$ cat src/rtl/digit_scanner.sv
`default_nettype none
// ============================================================================
// Module      : digit_scanner
// Description : Digit multiplexer for the 4-digit seven-segment display.
//               Rotates a one-hot digit select (MSB digit first) every
//               2^DIV_WIDTH clocks and drives registered active-low anodes.
//               Each slot starts with DEAD_CYCLES dark cycles, so the
//               downstream nibble selector, which registers its nibble one
//               cycle after a select change, settles before the anode
//               lights. This prevents ghosting.
//
// Ports       : clk         in   1  system clock
//               rst_n       in   1  asynchronous active-low reset
//               en          in   1  scan enable; low blanks and freezes
//               blank_mask  in   4  bit i set -> anode of select bit i off
//               brightness  in   4  PWM duty (only with DIGIT_SCANNER_PWM_EN)
//               select      out  4  one-hot digit select
//               digit_an    out  4  registered active-low anode drives
//               digit_tick  out  1  pulse in the first cycle of each slot
//
// Options     : DIGIT_SCANNER_PWM_EN - adds the brightness port; in the lit
//               part of a slot the anode is only driven while the top four
//               counter bits are <= brightness.
//
// Revision    : 1.0 - initial release
// ============================================================================

module digit_scanner #(
    parameter int DIV_WIDTH   = 16,  // slot length is 2^DIV_WIDTH clocks, >= 4
    parameter int DEAD_CYCLES = 4    // dark cycles per slot, >= 2
) (
    input  logic       clk,
    input  logic       rst_n,
    input  logic       en,
    input  logic [3:0] blank_mask,
`ifdef DIGIT_SCANNER_PWM_EN
    input  logic [3:0] brightness,
`endif
    output logic [3:0] select,
    output logic [3:0] digit_an,
    output logic       digit_tick
);

    // ------------------------------------------------------------------------
    // Constants
    // ------------------------------------------------------------------------
    localparam logic [1:0] c_st_idle = 2'd0;
    localparam logic [1:0] c_st_dead = 2'd1;
    localparam logic [1:0] c_st_lit  = 2'd2;

    localparam logic [DIV_WIDTH-1:0] c_cnt_one  = DIV_WIDTH'(1);
    localparam logic [DIV_WIDTH-1:0] c_cnt_max  = {DIV_WIDTH{1'b1}};
    localparam logic [DIV_WIDTH-1:0] c_dead_cnt = DIV_WIDTH'(DEAD_CYCLES);

    localparam logic [3:0] c_sel_first = 4'b1000;
    localparam logic [3:0] c_an_off    = 4'b1111;

    // ------------------------------------------------------------------------
    // Registers and next-state values
    // ------------------------------------------------------------------------
    logic [DIV_WIDTH-1:0] div_cnt_q, div_cnt_d;
    logic [3:0]           select_q, select_d;
    logic [3:0]           digit_an_q, digit_an_d;
    logic                 digit_tick_q, digit_tick_d;

    logic [1:0]           state;
    logic                 slot_last;
    logic                 active_blanked;
    logic                 pwm_on;

    // ------------------------------------------------------------------------
    // Slot timing
    // ------------------------------------------------------------------------
    assign slot_last = (div_cnt_q == c_cnt_max);

    // State is a pure function of en and the slot position; there is no
    // separate state register to keep consistent with the counter.
    always_comb begin
        state = c_st_lit;
        if (!en) begin
            state = c_st_idle;
        end else if (div_cnt_q < c_dead_cnt) begin
            state = c_st_dead;
        end
    end

    always_comb begin
        div_cnt_d    = '0;
        select_d     = select_q;
        digit_tick_d = 1'b0;
        if (en) begin
            div_cnt_d = div_cnt_q + c_cnt_one;
            if (slot_last) begin
                // Rotate right; a one-hot value stays one-hot.
                select_d     = {select_q[0], select_q[3:1]};
                digit_tick_d = 1'b1;
            end
        end
    end

    // ------------------------------------------------------------------------
    // Anode drive
    // ------------------------------------------------------------------------
    // select is one-hot, so the AND picks exactly the active digit's mask bit.
    assign active_blanked = |(blank_mask & select_q);

`ifdef DIGIT_SCANNER_PWM_EN
    assign pwm_on = (div_cnt_q[DIV_WIDTH-1 -: 4] <= brightness);
`else
    assign pwm_on = 1'b1;
`endif

    // Registered from pre-edge values: in the first cycle of a new slot the
    // anode still shows the old digit, and it goes dark on the same edge the
    // downstream nibble register picks up the new digit's value.
    always_comb begin
        digit_an_d = c_an_off;
        if ((state == c_st_lit) && !active_blanked && pwm_on) begin
            digit_an_d = ~select_q;
        end
    end

    // ------------------------------------------------------------------------
    // Flops
    // ------------------------------------------------------------------------
    always_ff @(posedge clk or negedge rst_n) begin
        if (!rst_n) begin
            div_cnt_q    <= '0;
            select_q     <= c_sel_first;
            digit_an_q   <= c_an_off;
            digit_tick_q <= 1'b0;
        end else begin
            div_cnt_q    <= div_cnt_d;
            select_q     <= select_d;
            digit_an_q   <= digit_an_d;
            digit_tick_q <= digit_tick_d;
        end
    end

    assign select     = select_q;
    assign digit_an   = digit_an_q;
    assign digit_tick = digit_tick_q;

endmodule

`default_nettype wire

$ cat config.mk
export PLATFORM = sky130hd
export DESIGN_NAME = digit_scanner
export DESIGN_NICKNAME = d
export VERILOG_FILES = /design/src/rtl/digit_scanner.sv
export SDC_FILE = /design/constraint.sdc
export NUM_CORES = 1
export LEC_CHECK = 0
export BUFFER_PORTS_ARGS = -buffer_cell sky130_fd_sc_hd__buf_2
export CORE_ASPECT_RATIO = 1.2
export CORE_MARGIN = 2
export CORE_UTILIZATION = 50
export CTS_BUF_LIST = sky130_fd_sc_hd__clkbuf_2 sky130_fd_sc_hd__clkbuf_4 sky130_fd_sc_hd__clkbuf_8
export CTS_CLUSTER_DIAMETER = 50
export DETAILED_ROUTE_END_ITERATION = 12
export PLACE_DENSITY = 0.8
export SYNTH_ARGS = -nofsm -noshare
export SYNTH_HDL_FRONTEND = slang
export SYNTH_SLANG_ARGS = --single-unit
export TNS_END_PERCENT = 10
$ cat constraint.sdc
create_clock -name clk -period 4 [get_ports clk]
set_clock_uncertainty 0.1 [all_clocks]
set_input_delay 0.2 -clock clk [delete_from_list [all_inputs] [get_ports clk]]
set_output_delay 0.2 -clock clk [all_outputs]
set_load 0.03 [all_outputs]
==> impl_metrics.toml <==
[job]
drv_cap = 0

[route]
vias_per_cell = 5.507
drt_wl_total_mm = 2.098
drc_errors = 0
wire_per_inst_microns = 13.80
drt_iter0_markers = 19
ant_nets = 0
vias = 837
drtPass1Iterations = 5

[clocking]
clkSinkCount = 25
worstSkewPairLatency_ns = 0.32
path_clk_slew_ns = 0.13
htree_num_levels = 1
cts_made_buffers = 3
root_buffer = "clkbuf_4"
tritoncts = "built"
clk_path_buf_depth = 2
cts_resized = 0

[timing]
max_freq_mhz = 512.4
setup-tns-final_ns = 0
setup_viol_count_final = 0
rsz0062_at_grt = "no"
holdWs_ns = 0.1625
worst_pin_slew_ns = 0.5272
fin_crit_sh_pct = 48.79
max_slew_margin_pct = 64.85
slew_violations = 0
finalHoldViolCount = 0
min_period_ns = 1.952

[setup_path]
reg2regPathDepth = 4
worstPathMaxFanout = 6
cpLargestDelayFamily = "simple AND/OR/NAND/NOR gates"
reg2reg_to = "select[1]$_DFFE_PN0P_"
critPathLaunchType = "register"
rrSetupSlack_ns = 2.05
cp_slowest_cell = "or3_1"
r2r-start = "div_cnt_q[0]$_DFF_PN0_"
path_buf_inv = 0
cp.arrival_ns = 2.07
end_kind = "register"
worstSetupPathType = "register to register"
path_cells = "ha_1 > nand3_4 > or3_1 > mux2_4"
max_stage_delay_ns = 0.51
critPathRequiredTime_ns = 4.11

[yosys]
synthArstFlopShare_pct = 100.0
synth_edf_count = 0
syn_inst = 104
synth-seq-area-share_pct = 53.33
ys_ff_latch = 25
synth_compound_area_share_pct = 3.168
synthesis.nets = 112
syn-mean-instance-area_sq_um = 11.39
synthAdderAreaFrac_pct = 1.056
yosys.area_share.xor_xnor_pct = 8.131
synthSimpleGateAreaFrac_pct = 26.19
synth_top_family_by_area = "simple AND/OR/NAND/NOR gates"
syn_area_sq_um = 1185
yosysWarnings = 0
muxShareOfSynthArea_pct = 5.913
synth-main-ff-cell = "dfrtp_1"
yosys.cell_types.count = 29

[place]
port_buffers = 15
hpwl_mm = 1.517
dpl_cell_area_sq_um = 1280
gp_congestion = 0.9111

[cells_and_area]
finalCoreUtilization_pct = 58.45
drive_gt1_share_pct = 24.79
diodes = 0
regArea_sq_um = 631.9
multi_input_area_sq_um = 526.8
finalNetCount = 130
area_growth_pct = 11.40
fin_area_sq_um = 1320
fill_cells = 194
final_common_cell = "dfrtp_1"
final_cell_mix = "dfrtp_1 (20), buf_2 (15), and2_1 (12)"

[pwr]
seq_power_share_pct = 65.7
p_comb_share_pct = 4.5
clkPwrFrac_pct = 29.8
switching_share_pct = 22.00
p_per_area_nw_per_um2 = 298.8
p_switching_uw = 86.77
internal-power_uw = 307.7
vdd_ir_drop_max_v = 0.0002202
leakagePower_nw = 0.6064

[min_path]
worst_hold_startpoint = "en"
min_to = "div_cnt_q[12]$_DFF_PN0_"
min_path_type = "input port to register"
hold_path_depth = 3

[die]
ioPinCount = 16
rows = 19
coreArea_sq_um = 2258
start_util_pct = 52.47
dieArea_sq_um = 2777
fp.dieH_microns = 57.33
fp.dieW_microns = 48.44

[global_routing]
grt_start_max_net_pins = 26
grt_pass1_vias = 797
grt_pass1_wl_mm = 3.670
gr-total-overflow = 0
grt_usage_pct = 16.98
antenna_found_initial = 0

[outcome]
status = "finished clean"
## stage by stage
stage	cells	total power, mW	setup slack, ns
detailed placement	147	0.2809	2.077
global placement	147	0.2802	2.119
floorplan	104	0.2713	2.185
CTS	152	0.3974	2.053
global route	152	0.4107	1.942
finish	152	0.3944	2.048
## timing repair
| action | CTS | global route |
|---|---|---|
| buffers inserted | 0 | 0 |
| setup endpoints to repair | 0 | 0 |
| endpoints found under the hold margin | 20 | 0 |
| hold buffers | 1 | 0 |
## power groups by stage
| stage | Sequential [mW] | Combinational [mW] | Clock [mW] |
|---|---|---|---|
| finish | 0.259 | 0.0178 | 0.118 |
| floorplan | 0.263 | 0.00831 | 0 |
| global route | 0.260 | 0.0209 | 0.130 |
| global placement | 0.263 | 0.0170 | 0 |
| CTS | 0.259 | 0.0183 | 0.120 |
| detailed placement | 0.263 | 0.0174 | 0 |
## worst reg2reg max path, cell delays in order, from the launching register on
cell and delay (ns):
dfrtp_1 0.44, ha_1 0.34, nand3_4 0.12, or3_1 0.51, mux2_4 0.34
## metal layers
layer	share of wire (%)	GRT usage, %
met3	4.1	1.571
met5	0	0
met2	52	30.36
met1	41	21.23
met4	2.8	7.347
## kinds of logic after synthesis
kind of cell,Yosys count
DFF,25
adders and majority gates,1
xor gates and xnor gates,11
and+or+nand+nor,52
muxes,5
AOI/OAI and AO/OA,5
buffers and inverters,5
## sequential cells by signal, indices dropped and copies added (netlist names)
signal	flops
select	4
digit_an	4
div_cnt_q	16
digit_tick	1
## layout make-up
cell class / instances / area share (%)
multi-input combinational: 74 / 39.91
timing repair buffer: 16 / 6.445
clock buffer: 4 / 2.275
sequential: 25 / 47.87
inverter: 2 / 0.5687
tap: 31 / 2.938
## worst max-delay path by stage
stage,startpoint,end,slack [ns],cells after the start
after global placement,div_cnt_q[0]$_DFF_PN0_,select[1]$_DFFE_PN0P_,2.12,4
after CTS,div_cnt_q[0]$_DFF_PN0_,select[1]$_DFFE_PN0P_,2.05,4
final,div_cnt_q[0]$_DFF_PN0_,select[1]$_DFFE_PN0P_,2.05,4
after detailed placement,div_cnt_q[0]$_DFF_PN0_,select[1]$_DFFE_PN0P_,2.08,4
after global routing,div_cnt_q[0]$_DFF_PN0_,select[1]$_DFFE_PN0P_,1.94,4
after floorplan,div_cnt_q[0]$_DFF_PN0_,select[0]$_DFFE_PN0P_,2.18,5
## cells in the mapped netlist, types with 2 or more instances
cell      count  area, sq um
mux2_4        4        60.06
nand4_1       8        50.05
or3_1         2        12.51
xor2_1        4        35.03
dfstp_2       5        131.4
inv_1         2        7.510
and2_1       12        75.07
nand2_1       9        33.78
xnor2_1       7        61.31
clkbuf_1      2        7.510
nor3_1        2        10.01
nand2b_1      2        12.51
dfrtp_1      20        500.5
nor4_1        6        37.54
nand3_1       5        25.02
Power figures use the tool's default switching activity.
